<file path="config.mk">
export PLATFORM = sky130hd
export DESIGN_NAME = exec_hazard_ctrl
export DESIGN_NICKNAME = d
export VERILOG_FILES = /design/src/rtl/exec_hazard_ctrl.sv
export SDC_FILE = /design/constraint.sdc
export NUM_CORES = 1
export LEC_CHECK = 0
export BUFFER_PORTS_ARGS = -buffer_cell sky130_fd_sc_hd__buf_2
export CAP_MARGIN = 20
export CORE_UTILIZATION = 40
export CTS_BUF_LIST = sky130_fd_sc_hd__clkbuf_2 sky130_fd_sc_hd__clkbuf_4 sky130_fd_sc_hd__clkbuf_8
export CTS_CLUSTER_DIAMETER = 100
export DETAILED_ROUTE_END_ITERATION = 10
export HOLD_SLACK_MARGIN = 0.06
export PLACE_DENSITY_LB_ADDON = 0.1
export SETUP_SLACK_MARGIN = 0.02
export SLEW_MARGIN = 20
export SYNTH_ARGS = -nofsm -noshare
export SYNTH_HDL_FRONTEND = slang
export SYNTH_SLANG_ARGS = --single-unit
</file>
<file path="constraint.sdc">
create_clock -name clk -period 3.7 [get_ports clk]
set_input_delay 0.74 -clock clk [delete_from_list [all_inputs] [get_ports clk]]
set_output_delay 0.74 -clock clk [all_outputs]
set_load 0.01 [all_outputs]
</file>
<file path="src/rtl/exec_hazard_ctrl.sv">
// Execute-stage hazard controller: operand forwarding, load-use stalls, branch flushes
// and stall sequencing for multi-cycle Exec operations, plus a saturating stall counter.
module exec_hazard_ctrl #(
    parameter int MUL_LAT = 3
) (
    input  logic        clk,
    input  logic        reset,
    input  logic [3:0]  RA1D,
    input  logic [3:0]  RA2D,
    input  logic [3:0]  RA1E,
    input  logic [3:0]  RA2E,
    input  logic [3:0]  WA3E,
    input  logic [3:0]  WA3M,
    input  logic [3:0]  WA3W,
    input  logic        RegWriteE,
    input  logic        RegWriteM,
    input  logic        RegWriteW,
    input  logic        MemtoRegE,
    input  logic        MultiCycleE,
    input  logic        BranchTakenE,
    output logic [1:0]  ForwardAE,
    output logic [1:0]  ForwardBE,
    output logic        StallF,
    output logic        StallD,
    output logic        StallE,
    output logic        FlushD,
    output logic        FlushE,
    output logic        FlushM,
    output logic        ExecBusy,
    output logic [15:0] StallCount
);

    // One-hot encoding leaves illegal codes that the next-state logic recovers from.
    typedef enum logic [1:0] {
        IDLE = 2'b01,
        BUSY = 2'b10
    } state_t;

    localparam logic [3:0] CNT_INIT = 4'(MUL_LAT - 2);

    state_t     state, state_next;
    logic [3:0] cnt, cnt_next;
    logic       busy_stall;
    logic       ld_stall;

    // Register 15 is the PC and never forwards; M is newer than W so it wins.
    always_comb begin
        ForwardAE = 2'b00;
        if (RegWriteM && (WA3M == RA1E) && (RA1E != 4'hF))
            ForwardAE = 2'b10;
        else if (RegWriteW && (WA3W == RA1E) && (RA1E != 4'hF))
            ForwardAE = 2'b01;
    end

    always_comb begin
        ForwardBE = 2'b00;
        if (RegWriteM && (WA3M == RA2E) && (RA2E != 4'hF))
            ForwardBE = 2'b10;
        else if (RegWriteW && (WA3W == RA2E) && (RA2E != 4'hF))
            ForwardBE = 2'b01;
    end

    assign ld_stall = MemtoRegE & RegWriteE & ((RA1D == WA3E) | (RA2D == WA3E));

    always_ff @(posedge clk) begin
        if (reset) begin
            state <= IDLE;
            cnt   <= 4'd0;
        end else begin
            state <= state_next;
            cnt   <= cnt_next;
        end
    end

    // The cycle with cnt==0 in BUSY is the release cycle: no stall, result moves to M.
    always_comb begin
        state_next = state;
        cnt_next   = cnt;
        busy_stall = 1'b0;
        case (state)
            IDLE: begin
                if (MultiCycleE) begin
                    busy_stall = 1'b1;
                    state_next = BUSY;
                    cnt_next   = CNT_INIT;
                end
            end
            BUSY: begin
                if (cnt == 4'd0) begin
                    state_next = IDLE;
                end else begin
                    busy_stall = 1'b1;
                    cnt_next   = cnt - 4'd1;
                end
            end
            default: begin
                state_next = IDLE;
                cnt_next   = 4'd0;
            end
        endcase
        if (BranchTakenE) begin
            state_next = IDLE;
            cnt_next   = 4'd0;
            busy_stall = 1'b0;
        end
    end

    assign StallE   = busy_stall;
    assign ExecBusy = busy_stall;
    assign FlushM   = busy_stall;
    assign StallF   = (ld_stall | busy_stall) & ~BranchTakenE;
    assign StallD   = (ld_stall | busy_stall) & ~BranchTakenE;
    assign FlushE   = (ld_stall & ~busy_stall) | BranchTakenE;
    assign FlushD   = BranchTakenE;

    always_ff @(posedge clk) begin
        if (reset)
            StallCount <= 16'd0;
        else if (StallF && (StallCount != 16'hFFFF))
            StallCount <= StallCount + 16'd1;
    end

endmodule
</file>
; Word-level counts from Yosys, hierarchy flattened
; Index checks and enable logic that the tools add are counted.
[word_totals]
regBits = 22
in_bits = 36
out_inout_bits = 27
[op_classes]
add_sub_neg = 2
n_eq_ne = 14
mux = 14
n_bitwise = 9
n_reduce_logical = 13
[ops]
columns = op, count
row1 = 4-bit equality test, 6
row2 = "16-bit by 1-bit adder with 16-bit output, second input constant", 1
row3 = "16-bit inequality test, second input constant", 1
row4 = 1-bit logical AND, 9
row5 = 2-bit 2-to-1 mux, 4
row6 = 4-bit 2-to-1 mux, 2
row7 = "4-bit inequality test, second input constant", 2
row8 = 4-bit one-hot mux with 2 select lines, 1
row9 = "2-bit inequality test, second input constant", 3
row10 = 1-bit 2-to-1 mux, 5
row11 = 1-bit bitwise AND, 4
row12 = 4-bit zero test, 1
row13 = 2-bit one-hot mux with 2 select lines, 1
row14 = 2-bit AND reduction, 2
row15 = "4-bit by 1-bit subtractor with 4-bit output, second input constant", 1
row16 = 1-bit bitwise OR, 3
row17 = "2-bit by 1-bit equality test with 1-bit output, second input constant", 1
row18 = "2-bit equality test, second input constant", 1
row19 = 1-bit NOT, 2
row20 = 1-bit one-hot mux with 2 select lines, 1
row21 = 2-bit OR reduction, 1

; Logic depth before layout (Yosys ltp)
[logic_depth]
depth_word = 7
depth_mapped = 9
mapped_depth_nobuf = 8

; Worst setup path before layout
; Ideal clock, no wire load.
[synth_path]
path_kind = in2out
from = in WA3E[2]
to = out StallF
arrival_ns = 1.661
required_time_ns = 2.960
setup_slack_ns = 1.299
stages = 5
path_buffers = 1
path_cell_list = xnor2_1 nand4_1 a211o_2 nand2_1 buf_4
[synth_via]
elab_chain_cells = 5
word_cells_on_any_way = 6
classes_between = eq/ne: 2 / bitwise: 4
[synth_lines]
columns = element, line_no
row1 = from (decl), 12  ; input logic [3:0] WA3E,
row2 = 4-bit equality test, 63  ; assign ld_stall = MemtoRegE & RegWriteE & ((RA1D == WA3E) | (RA2D == WA3E));
row3 = 1-bit bitwise OR (*), 63
row4 = 1-bit bitwise AND (*), 63
row5 = 1-bit bitwise OR (*), -
row6 = 1-bit bitwise AND (*), -
row7 = to (decl), 23  ; output logic StallF,
; Every way passes the cells marked *; elsewhere a longest branch is shown, timed or not.

; Worst setup path in the final report
[layout_path]
from = reg cnt[0]
to = out FlushE
[layout_via]
elab_chain_cells = 7
[layout_lines]
columns = element, line_no
row1 = from (decl), 42  ; logic [3:0] cnt, cnt_next;
row2 = from (signal assigned), 71  ; cnt <= cnt_next;
row3 = 4-bit zero test, 89  ; if (cnt == 4'd0) begin
row4 = 1-bit 2-to-1 mux, 89
row5 = 1-bit one-hot mux with 2 select lines, 80  ; case (state)
row6 = 1-bit 2-to-1 mux, 101  ; if (BranchTakenE) begin
row7 = 1-bit NOT, 113  ; assign FlushE = (ld_stall & ~busy_stall) | BranchTakenE;
row8 = 1-bit bitwise AND, 113
row9 = 1-bit bitwise OR, 113
row10 = to (decl), 27  ; output logic FlushE,
; No other way between the ends.

==> run_summary.xml <==
<?xml version="1.0" encoding="UTF-8"?>
<metrics>
  <group name="grt">
    <metric name="grt_antenna_before_repair" unit="">0</metric>
    <metric name="first_global_vias" unit="">1340</metric>
    <metric name="grt_first_pass_wirelength" unit="um">5600</metric>
    <metric name="grt_remaining_overflow" unit="">0</metric>
    <metric name="grt_use_total" unit="%">17.1</metric>
    <metric name="grt_start_max_net_pins" unit="">23</metric>
  </group>
  <group name="job">
    <metric name="max-cap-violations" unit="">0</metric>
  </group>
  <group name="floorplan">
    <metric name="chipHeight" unit="um">63.4</metric>
    <metric name="io_pins" unit="">63</metric>
    <metric name="die_width" unit="um">63.4</metric>
    <metric name="rows" unit="">21</metric>
    <metric name="floorplan_core_area" unit="sq um">3470</metric>
    <metric name="die-area" unit="sq um">4020</metric>
    <metric name="effective_utilization_at_floorplan" unit="%">43.4</metric>
  </group>
  <group name="routing">
    <metric name="detail_route.first_pass.iterations" unit="">4</metric>
    <metric name="routed-via-count" unit="">1515</metric>
    <metric name="detail_route.wirelength" unit="um">3330</metric>
    <metric name="detailedRoute.firstIterationViolations" unit="">48</metric>
    <metric name="post_drt_via_cell_ratio" unit="">5.15</metric>
    <metric name="drt-wirelength-per-cell" unit="um">11.3</metric>
    <metric name="postRouteAntennaNets" unit="">0</metric>
    <metric name="detail_route.drc_violations" unit="">0</metric>
  </group>
  <group name="clock_tree">
    <metric name="post_cts_resize_count" unit="">0</metric>
    <metric name="cts-hold-fix-buffers" unit="">0</metric>
    <metric name="cts_root_buffer" unit="">sky130_fd_sc_hd__clkbuf_8</metric>
    <metric name="post-cts-setup-buffer-count" unit="">0</metric>
    <metric name="insertion_delay" unit="ns">0.26</metric>
    <metric name="cts_tree" unit="">done</metric>
    <metric name="cts_max_level" unit="">1</metric>
    <metric name="tritoncts.num_buffers" unit="">3</metric>
    <metric name="max-clock-path-buffers" unit="">2</metric>
    <metric name="path_clk_slew" unit="ns">0.07</metric>
    <metric name="cts_num_sinks" unit="">22</metric>
  </group>
  <group name="logic_synthesis">
    <metric name="syn_area" unit="sq um">1510</metric>
    <metric name="synth_seq_area_share" unit="%">29.2</metric>
    <metric name="synth_edf_count" unit="">0</metric>
    <metric name="synthDominantAreaCellType" unit="">sky130_fd_sc_hd__dfxtp_1</metric>
    <metric name="yosys.area.top_type_share" unit="%">29.2</metric>
    <metric name="syn-instance-count" unit="">191</metric>
    <metric name="synth_simple_gate_area_share" unit="%">27.3</metric>
    <metric name="largest_family_of_logic_cells_by_synthesized_area" unit="">simple AND/OR/NAND/NOR gates</metric>
    <metric name="synth_async_sr_flop_share" unit="%">0</metric>
    <metric name="netlist_top_cells_count" unit="">22 x sky130_fd_sc_hd__dfxtp_1, 19 x sky130_fd_sc_hd__nor2_1, 18 x sky130_fd_sc_hd__a21oi_1</metric>
    <metric name="yosys_warnings" unit="">0</metric>
    <metric name="synth.ff_latch_count" unit="">22</metric>
    <metric name="synth_mux_area_share" unit="%">0</metric>
    <metric name="synthesized_area_fraction_occupied_by_ao_oa_aoi_and_oai_cells" unit="%">19.8</metric>
    <metric name="synth.lib_cells_used.distinct" unit="">39</metric>
    <metric name="synth-main-ff-cell" unit="">sky130_fd_sc_hd__dfxtp_1</metric>
    <metric name="yosys.area_share.adder" unit="%">4.15</metric>
    <metric name="synthXorXnorAreaFrac" unit="%">14.0</metric>
    <metric name="synthesis.area_per_instance" unit="sq um">7.89</metric>
    <metric name="most_repeated_cell_in_the_gate_level_netlist_after_synthesis" unit="">sky130_fd_sc_hd__dfxtp_1</metric>
    <metric name="post_synth_main_area_contributors" unit="">sky130_fd_sc_hd__dfxtp_1 29%, sky130_fd_sc_hd__xnor2_1 9.3%, sky130_fd_sc_hd__a21oi_1 6.0%</metric>
    <metric name="postSynthNetCount" unit="">232</metric>
  </group>
  <group name="critical_path">
    <metric name="cp_max_fo" unit="">8</metric>
    <metric name="arrival" unit="ns">1.97</metric>
    <metric name="critPathRequiredTime" unit="ns">2.96</metric>
    <metric name="timing_worst_setup_path_type" unit="">reg2out</metric>
    <metric name="worst_setup_path_start_kind" unit="">flip-flop</metric>
    <metric name="setup.worst_path.end_class" unit="">primary output</metric>
  </group>
  <group name="sta">
    <metric name="fmax" unit="GHz">0.368</metric>
    <metric name="clock_skew" unit="ns">0.00570</metric>
    <metric name="slew_headroom" unit="%">60.4</metric>
    <metric name="number_of_endpoints_failing_setup_at_the_final_stage" unit="">0</metric>
    <metric name="max_slew.worst_pin.slew" unit="ns">0.578</metric>
    <metric name="timing.setup.tns" unit="ns">0</metric>
    <metric name="timing.final.max_slew_violations" unit="">0</metric>
    <metric name="rsz0062_at_grt" unit="">false</metric>
    <metric name="min_period_over_period" unit="%">73.4</metric>
    <metric name="layout_setup_ws" unit="ns">0.985</metric>
    <metric name="hold_fails_final_rpt" unit="">0</metric>
    <metric name="finalWorstPathRequiredPeriod" unit="ns">2.71</metric>
  </group>
  <group name="placed_design">
    <metric name="detailed_place.area" unit="sq um">1820</metric>
    <metric name="dpl_worst_slack" unit="ns">1.09</metric>
    <metric name="globalplace.congestion" unit="">0.799</metric>
    <metric name="dp_hpwl" unit="um">2700</metric>
    <metric name="buffer_ports.inserted" unit="">62</metric>
  </group>
  <group name="layout">
    <metric name="diodes_inserted" unit="">0</metric>
    <metric name="post-route-cell-area" unit="sq um">1870</metric>
    <metric name="area.growth.synth_to_final" unit="%">23.8</metric>
    <metric name="final_layout_size_suffix_gt1_share" unit="%">28.2</metric>
    <metric name="layout.nets" unit="">291</metric>
    <metric name="nFillCells" unit="">363</metric>
  </group>
  <group name="pwr">
    <metric name="power.combinational.fraction" unit="%">20.8</metric>
    <metric name="pwr-share-seq" unit="%">49.4</metric>
    <metric name="p_sw" unit="mW">0.132</metric>
    <metric name="total_leakage_power" unit="nW">0.795</metric>
    <metric name="powerDensity" unit="nW/um^2">264</metric>
    <metric name="power.switching_fraction" unit="%">26.9</metric>
    <metric name="vdd_ir_drop_max" unit="uV">265</metric>
    <metric name="intPower" unit="mW">0.360</metric>
    <metric name="clock_power_share" unit="%">29.8</metric>
  </group>
  <group name="status">
    <metric name="status" unit="">finished clean</metric>
  </group>
  <group name="hold_path">
    <metric name="min-delay-path-class" unit="">reg2reg</metric>
  </group>
</metrics>
-- kinds of logic after synthesis --
| group | count (synthesis) |
|---|---|
| simple gates | 78 |
| compound gates | 45 |
| xor+xnor | 24 |
| flops | 22 |
| buf+inv | 17 |
| fa+ha+maj | 5 |
-- metrics by stage --
stage          util [%]  hold slack, ns  instances  power [mW]
4_1_cts            53.8           0.477        294       0.497
3_5_place_dp       52.6           0.467        291       0.352
2_1_floorplan         -           0.440        191       0.312
6_report           53.8           0.473        294       0.492
3_3_place_gp       52.6           0.464        291       0.352
5_1_grt            53.8           0.526        294       0.521
-- layer usage --
metal	global-route usage, %	vias to the layer above	wire, um
met3	4.53	2	182
met4	2.84	0	12
li1	-	802	-
met1	20.2	677	1560
met2	30.9	34	1580
met5	0	-	0
-- worst paths after layout --
kind / start / end / slack (ns) / cells after the start
worst min register to register: state[0] / state[0] / 0.47 / 2
worst max register to register: cnt[0] / StallCount[13] / 1.32 / 8
worst max-delay path: cnt[0] / FlushE / 0.99 / 8
worst min-delay path: state[0] / state[0] / 0.47 / 2
-- critical path: stages (launching register included) --
cell and delay [ns]:
sky130_fd_sc_hd__dfxtp_1 0.31, sky130_fd_sc_hd__inv_1 0.11, sky130_fd_sc_hd__ha_1 0.16, sky130_fd_sc_hd__nor3b_1 0.25
sky130_fd_sc_hd__nand2b_1 0.21, sky130_fd_sc_hd__a211o_1 0.32, sky130_fd_sc_hd__inv_1 0.12, sky130_fd_sc_hd__nor2_1 0.11
sky130_fd_sc_hd__buf_2 0.13
-- power by group through the flow --
stage          logic, mW  registers (mW)  clock network, mW
6_report           0.103           0.243              0.147
3_5_place_dp       0.103           0.249                  0
4_1_cts            0.104           0.243              0.150
2_1_floorplan     0.0635           0.249                  0
3_3_place_gp       0.103           0.249                  0
5_1_grt            0.116           0.243              0.162
-- state kept, by name, summed over array words and instances (netlist names) --
name        count
cnt             4
state           2
StallCount     16
-- layout make-up --
type                       instances  area [sq um]  share of cell area (%)
multi-input combinational        152           982                    52.6
tap                               46          57.6                    3.09
clock buffer                       3          41.3                    2.21
inverter                           9          33.8                    1.81
timing repair buffer              62           310                    16.6
sequential                        22           440                    23.6
-- cells in the final DEF, fill, tap and decap left out, drive strengths merged, types with 5 or more instances in the layout --
| master | synthesis | routed |
|---|---|---|
| buf | 6 | 62 |
| nor3 | 5 | 5 |
| inv | 9 | 9 |
| dfxtp | 22 | 22 |
| nand3 | 12 | 12 |
| ha | 5 | 5 |
| xor2 | 8 | 8 |
| o21ai | 10 | 10 |
| nor2 | 19 | 19 |
| nand2 | 13 | 13 |
| nand4 | 5 | 5 |
| xnor2 | 16 | 16 |
| a21oi | 18 | 18 |
Note: power is estimated with default switching activity, not from simulation.
